--- src/rtl/rot_amt_finder.sv ---
// Rotation-amount finder: searches for the smallest k such that rotating a
// (left or right) by k yields y, testing one candidate per clock.
module rot_amt_finder #(
  parameter int unsigned W  = 8,
  parameter int unsigned AW = $clog2(W)
) (
  input  logic          clk,
  input  logic          rst_n,
  input  logic          start,
  input  logic [W-1:0]  a,
  input  logic [W-1:0]  y,
  input  logic          lr,
  output logic          busy,
  output logic          done,
  output logic          found,
  output logic [AW-1:0] amt
);

  localparam int unsigned DW = 2 * W;
  localparam logic [AW-1:0] K_LAST = AW'(W - 1);

  typedef enum logic [1:0] {
    IDLE   = 2'd0,
    SEARCH = 2'd1,
    DONE   = 2'd2
  } state_t;

  state_t        state, state_nxt;
  logic [W-1:0]  a_reg, a_nxt;
  logic [W-1:0]  y_reg, y_nxt;
  logic          lr_reg, lr_nxt;
  logic [AW-1:0] k, k_nxt;
  logic [AW-1:0] amt_nxt;
  logic          found_nxt;

  logic [DW-1:0] dbl_c;
  logic [W-1:0]  rot_c;
  logic          match_c;

  // Rotate the captured word by candidate k through a doubled copy; compare with target.
  always_comb begin
    dbl_c   = {a_reg, a_reg};
    rot_c   = lr_reg ? W'(dbl_c >> k) : W'((dbl_c << k) >> W);
    match_c = (rot_c == y_reg);
  end

  // Next-state and next-register values for the search sequencer.
  always_comb begin
    state_nxt = state;
    a_nxt     = a_reg;
    y_nxt     = y_reg;
    lr_nxt    = lr_reg;
    k_nxt     = k;
    amt_nxt   = amt;
    found_nxt = found;
    case (state)
      IDLE: begin
        if (start) begin
          a_nxt     = a;
          y_nxt     = y;
          lr_nxt    = lr;
          k_nxt     = '0;
          state_nxt = SEARCH;
        end
      end
      SEARCH: begin
        if (match_c) begin
          amt_nxt   = k;
          found_nxt = 1'b1;
          state_nxt = DONE;
        end else if (k == K_LAST) begin
          amt_nxt   = '0;
          found_nxt = 1'b0;
          state_nxt = DONE;
        end else begin
          k_nxt = k + AW'(1);
        end
      end
      DONE: begin
        state_nxt = IDLE;
      end
      default: begin
        state_nxt = IDLE;
      end
    endcase
  end

  // State, captured operands, candidate counter and registered outputs.
  always_ff @(posedge clk or negedge rst_n) begin
    if (!rst_n) begin
      state  <= IDLE;
      a_reg  <= '0;
      y_reg  <= '0;
      lr_reg <= 1'b0;
      k      <= '0;
      amt    <= '0;
      found  <= 1'b0;
      busy   <= 1'b0;
      done   <= 1'b0;
    end else begin
      state  <= state_nxt;
      a_reg  <= a_nxt;
      y_reg  <= y_nxt;
      lr_reg <= lr_nxt;
      k      <= k_nxt;
      amt    <= amt_nxt;
      found  <= found_nxt;
      busy   <= (state_nxt == SEARCH);
      done   <= (state_nxt == DONE);
    end
  end

endmodule

--- config.mk ---
export PLATFORM = sky130hd
export DESIGN_NAME = rot_amt_finder
export DESIGN_NICKNAME = d
export VERILOG_FILES = /design/src/rtl/rot_amt_finder.sv
export SDC_FILE = /design/constraint.sdc
export NUM_CORES = 1
export LEC_CHECK = 0
export CAP_MARGIN = 20
export CORE_ASPECT_RATIO = 2
export CORE_MARGIN = 2
export CORE_UTILIZATION = 57
export CTS_CLUSTER_DIAMETER = 50
export DETAILED_ROUTE_END_ITERATION = 7
export GPL_ROUTABILITY_DRIVEN = 0
export PLACE_DENSITY = 0.81
export REMOVE_ABC_BUFFERS = 1
export SLEW_MARGIN = 15
export SYNTH_ARGS = -nofsm -noshare
export SYNTH_HDL_FRONTEND = slang
export SYNTH_SLANG_ARGS = --single-unit
--- constraint.sdc ---
create_clock -name clk -period 9.08 [get_ports clk]
set_clock_uncertainty 0.2 [all_clocks]
set_input_delay 1.362 -clock clk [delete_from_list [all_inputs] [get_ports clk]]
set_output_delay 1.362 -clock clk [all_outputs]
set_load 0.005 [all_outputs]
---- Word-level counts from Yosys, hierarchy flattened ----
Cells that the tools add are included.
operators by class
  add/sub/neg operators ................... 1
  equality and inequality tests ........... 8
  shift operators ......................... 2
  mux-type cells .......................... 13
  reductions and logical operators ........ 6
operator list
  kind                                            number
  left shift 16 x 3 -> 16 bit                     1
  >> shifter 16 x 3 -> 8 bit                      1
  2-to-1 mux 3 bit                                5
  == test 8 bit                                   1
  2-to-1 mux 8 bit                                1
  2-to-1 mux 2 bit                                3
  inequality test 2 bit (second input constant)   3
  one-hot mux 3 bit (2 select lines)              1
  == test 2 x 1 -> 1 bit (second input constant)  2
  one-hot mux 2 bit (2 select lines)              1
  AND reduction 2 bit                             2
  AND reduction 4 bit                             1
  nonzero test 2 bit                              2
  adder 3 x 1 -> 3 bit (second input constant)    1
  == test 3 bit (second input constant)           1
  == test 2 bit (second input constant)           1
  zero test 2 bit                                 1
  2-to-1 mux 1 bit                                2
storage, ports and cells
  bits in registers ....................... 28
  input bits .............................. 20
  output and inout port bits .............. 6
  logic and storage cells ................. 39

---- Logic depth before layout (Yosys ltp) ----
  depth after elaboration ................. 6
  depth in mapped cells ................... 10
  mapped depth without buffers ............ 8

---- Worst setup path before layout ----
No wires, ideal clock.
  path kind ............................... flip-flop to flip-flop
  start point ............................. register lr_reg
  end point ............................... register k[1]
  data arrival time ....................... 2,627 ps
  data required time ...................... 8,755 ps
  path slack .............................. 6,128 ps
  stages on the path, launching flop included .. 11
  path buffers ............................ 2
  cells stage by stage .................... dfrtp_1 -> buf_6 -> buf_4 -> mux2_1 -> mux4_2 -> xor2_1 -> nor4_2 -> mux2i_1 -> a31oi_4 -> a211oi_4 -> mux2_4
between the ends
  word-level cells in the longest chain between the ends .. 4
ends and longest elaborated chain
  item                             line  source
  from (decl)                      31    logic lr_reg, lr_nxt;
  from (signal assigned)           104   lr_reg <= lr_nxt;
  2-to-1 mux 8 bit                 43    rot_c = lr_reg ? W'(dbl_c >> k) : W'((dbl_c << k) >> W);
  == test 8 bit                    44    match_c = (rot_c == y_reg);
  inequality test 2 bit (no line)  n/a
  AND reduction 4 bit (no line)    n/a
  to (signal assigned)             105   k <= k_nxt;
  to (decl)                        32    logic [AW-1:0] k, k_nxt;
Every way passes these cells.
A chain may end at the register's enable or synchronous reset.

---- Final worst setup path ----
Ends and elaborated chain as after synthesis.

==> impl_metrics.tcl <==
set metrics [dict create \
    outcome "finished, final reports clean" \
    p_per_area_mw_per_mm2 395.4 \
    cts-root-buf "clkbuf_8" \
    clkLatencyLatePin_ns 0.28 \
    cp-endpoint "k[1]" \
    core-area_mm2 0.003193 \
    synth_area_leaders "dfrtp_1 (37%), mux2_2 (12%), mux4_2 (7.1%)" \
    overflow 0 \
    r2r_end "k[1]" \
    netlist_area_mm2 0.001912 \
    drt-total-wl_um 3784 \
    path_depth 8 \
    netSwitchingFraction_pct 41.83 \
    start_util_pct 59.87 \
    rows 29 \
    crit_buf_inv 0 \
    max_cap_violations 0 \
    fin_crit_sh_pct 39.93 \
    relSlewSlack_pct 31.38 \
    reg2reg_slack_ns 5.45 \
    synthCells 159 \
    finalHoldViolations 0 \
    ys.warnings.count 0 \
    setup_viol 0 \
    crit_path_start_kind "flop" \
    diodes 0 \
    p_comb_share_pct 55.7 \
    routedWlPerCell_um 17.93 \
    drc_errors 0 \
    cts_buffers 3 \
    nFillCells 258 \
    clkPwrFrac_pct 8.9 \
    die_w_um 44.95 \
    rsz0062_at_grt "false" \
    crit-reg2reg-launch "lr_reg" \
    fin_crit_ns 3.625 \
    critPathMaxStageDelay_ns 1.03 \
    antenna_found_initial 0 \
    p_leak_nw 0.9157 \
    p_sw_w 0.0003669 \
    p_int_w 0.0005102 \
    numClockSinks 28 \
    worstSetupStartpoint "lr_reg" \
    clk_pin_slew_ns 0.09 \
    worst_pin_slew_ns 1.029 \
    placed_area_mm2 0.002163 \
    via_per_inst 6.555 \
    grt_max_degree 29 \
    die_y_um 85.90 \
    first_global_vias 1430 \
    syn_to_final_growth_pct 16.03 \
    path_delay_family "multiplexers" \
    placedCellCount 207 \
    final_nets 203 \
    synth-seq-cells 28 \
    vias 1383 \
    yosysTopAreaCellShare_pct 36.65 \
    die-area_mm2 0.003861 \
    ctsHoldBuffers 0 \
    drt_iter0_markers 23 \
    drv_slew 0 \
    layout-drive-gt1-share_pct 23.89 \
    first_pass_iters 4 \
    dp_hpwl_um 2894 \
    slowest_stage "dfrtp_1" \
    io_buffers 25 \
    design_area_mm2 0.002218 \
    grt_usage_pct 22.55 \
    worst-path-max-fanout 23 \
    ant_nets 0 \
    ctsResizeCount 0 \
    grt_pass1_wl_um 6479 \
    pin_count 26 \
    cts_setup_buffers 0 \
    fin_setup_tns_ns 0 \
    cts_tree "done" \
    fmax_mhz 275.8 \
    crit_type "reg -> reg" \
    peakVddDrop_v 0.0002620 \
    worstPathCellList "mux2_2, mux4_2, xor2_1, nor4_1, mux2i_1, a31oi_4, a211oi_4, mux2_4" \
    worstPathArrival_ns 3.60 \
    yosysTopAreaCell "dfrtp_1" \
    final_cell_count_no_fill 211 \
    hp-class "reg -> reg" \
    reg2regPathDepth 8 \
    syn_avg_cell_area_um2 12.02 \
    required_ns 9.05 \
    end_kind "flop" \
    synth_cell_types 42 \
    clockBufferDepth 2 \
    synth-seq-area-share_pct 36.65 \
    seq_power_share_pct 35.4 \
    cts-htree-levels 1 \
]
[worst min path at each step]
stage | start | endpoint | slack, ns | cells after the start
after floorplan | found | found | 0.29 | 1
after global placement | found | found | 0.29 | 1
after detailed placement | found | found | 0.32 | 1
after CTS | found | found | 0.35 | 1
after global routing | found | found | 0.36 | 1
final | found | found | 0.33 | 1
[per-layer routing]
| layer | vias up | GRT usage [%] | share of wire, % |
|---|---|---|---|
| li1 | 639 | - | - |
| met1 | 694 | 23.20 | 34 |
| met2 | 40 | 42.34 | 60 |
| met3 | 10 | 1.684 | 3.0 |
| met4 | 0 | 10.96 | 2.8 |
| met5 | - | 0 | 0 |
[worst reg2reg max path, cell delays in order (launching register included)]
cell and delay (ns):
dfrtp_1 1.03, mux2_2 0.43, mux4_2 0.49, xor2_1 0.16, nor4_1 0.34, mux2i_1 0.17, a31oi_4 0.25, a211oi_4 0.13
mux2_4 0.32
[final cells by class]
class | instances | area [µm²] | share of cell area, %
multi-input cells | 119 | 1151 | 51.89
flip-flops and latches | 28 | 700.7 | 31.58
repair buffers | 27 | 265.3 | 11.96
clock buffers | 4 | 55.05 | 2.482
well taps | 31 | 38.79 | 1.748
inverters | 2 | 7.507 | 0.3384
[stage by stage]
| stage | hold slack [ns] | total power [W] | setup slack (ns) | utilization (%) |
|---|---|---|---|---|
| final | 0.3347 | 0.0008771 | 5.455 | 69.47 |
| after global routing | 0.3562 | 0.0009453 | 5.243 | 69.47 |
| after CTS | 0.3457 | 0.0008843 | 5.437 | 69.47 |
| after detailed placement | 0.3231 | 0.0008049 | 5.454 | 67.75 |
| after global placement | 0.2863 | 0.0007644 | 5.673 | 67.75 |
| after floorplan | 0.2895 | 0.0006752 | 5.467 | - |
[power groups by stage]
stage	sequential (W)	clock [W]	combinational, W
floorplan	0.000274	0	0.000402
global placement	0.000304	0	0.000461
detailed placement	0.000312	0	0.000493
CTS	0.000309	0.0000810	0.000494
global route	0.000325	0.0000841	0.000536
finish	0.000310	0.0000778	0.000489
[cell usage after synthesis]
cell type  count
o211ai_1       1
o21ai_1        2
a31oi_4        1
xor2_1         8
nor3_1         2
and4b_1        4
ha_1           2
mux2i_1       10
and2_1         1
o311ai_0       2
nand2b_1       4
mux4_2         6
buf_2          1
a211oi_1       3
o22ai_1        2
buf_4          1
nand4b_1       1
or2_1          2
inv_1          2
a31oi_1        1
clkbuf_1       6
dfrtp_1       28
mux2_1         6
nor4_2         1
mux2_2        20
nand2_1        6
o211ai_2       1
nor2_1         5
o21ai_0        1
nor2b_1        4
nand4_1        3
o21a_1         2
a21o_1         2
a22o_1         1
a21oi_1        2
buf_6          2
a211oi_4       1
or4b_1         1
nor4_1         1
mux2_4         6
nor4b_1        2
nor3b_1        2
[cell usage in the layout, fill, tap and decap left out, types with 3 or more instances in the layout]
master and n:
a211oi_1 3, and4b_1 4, clkbuf_8 4, clkdlybuf4s50_1 25, dfrtp_1 28, mux2_1 6
mux2_2 20, mux2_4 6, mux2i_1 10, mux4_2 6, nand2_1 6, nand2b_1 4
nand4_1 3, nor2_1 5, nor2b_1 4, xor2_1 8
[cells by family after synthesis]
logic type	Yosys count	synth area share, %
multiplexers	48	32.33
AND/OR/NAND/NOR	39	13.02
flip-flops	28	36.65
AO/OA/AOI/OAI	22	9.620
buffers and inverters	12	3.403
XOR/XNOR	8	3.665
adder cells (fa/ha/maj)	2	1.309
(Power assumes the default switching activity.)
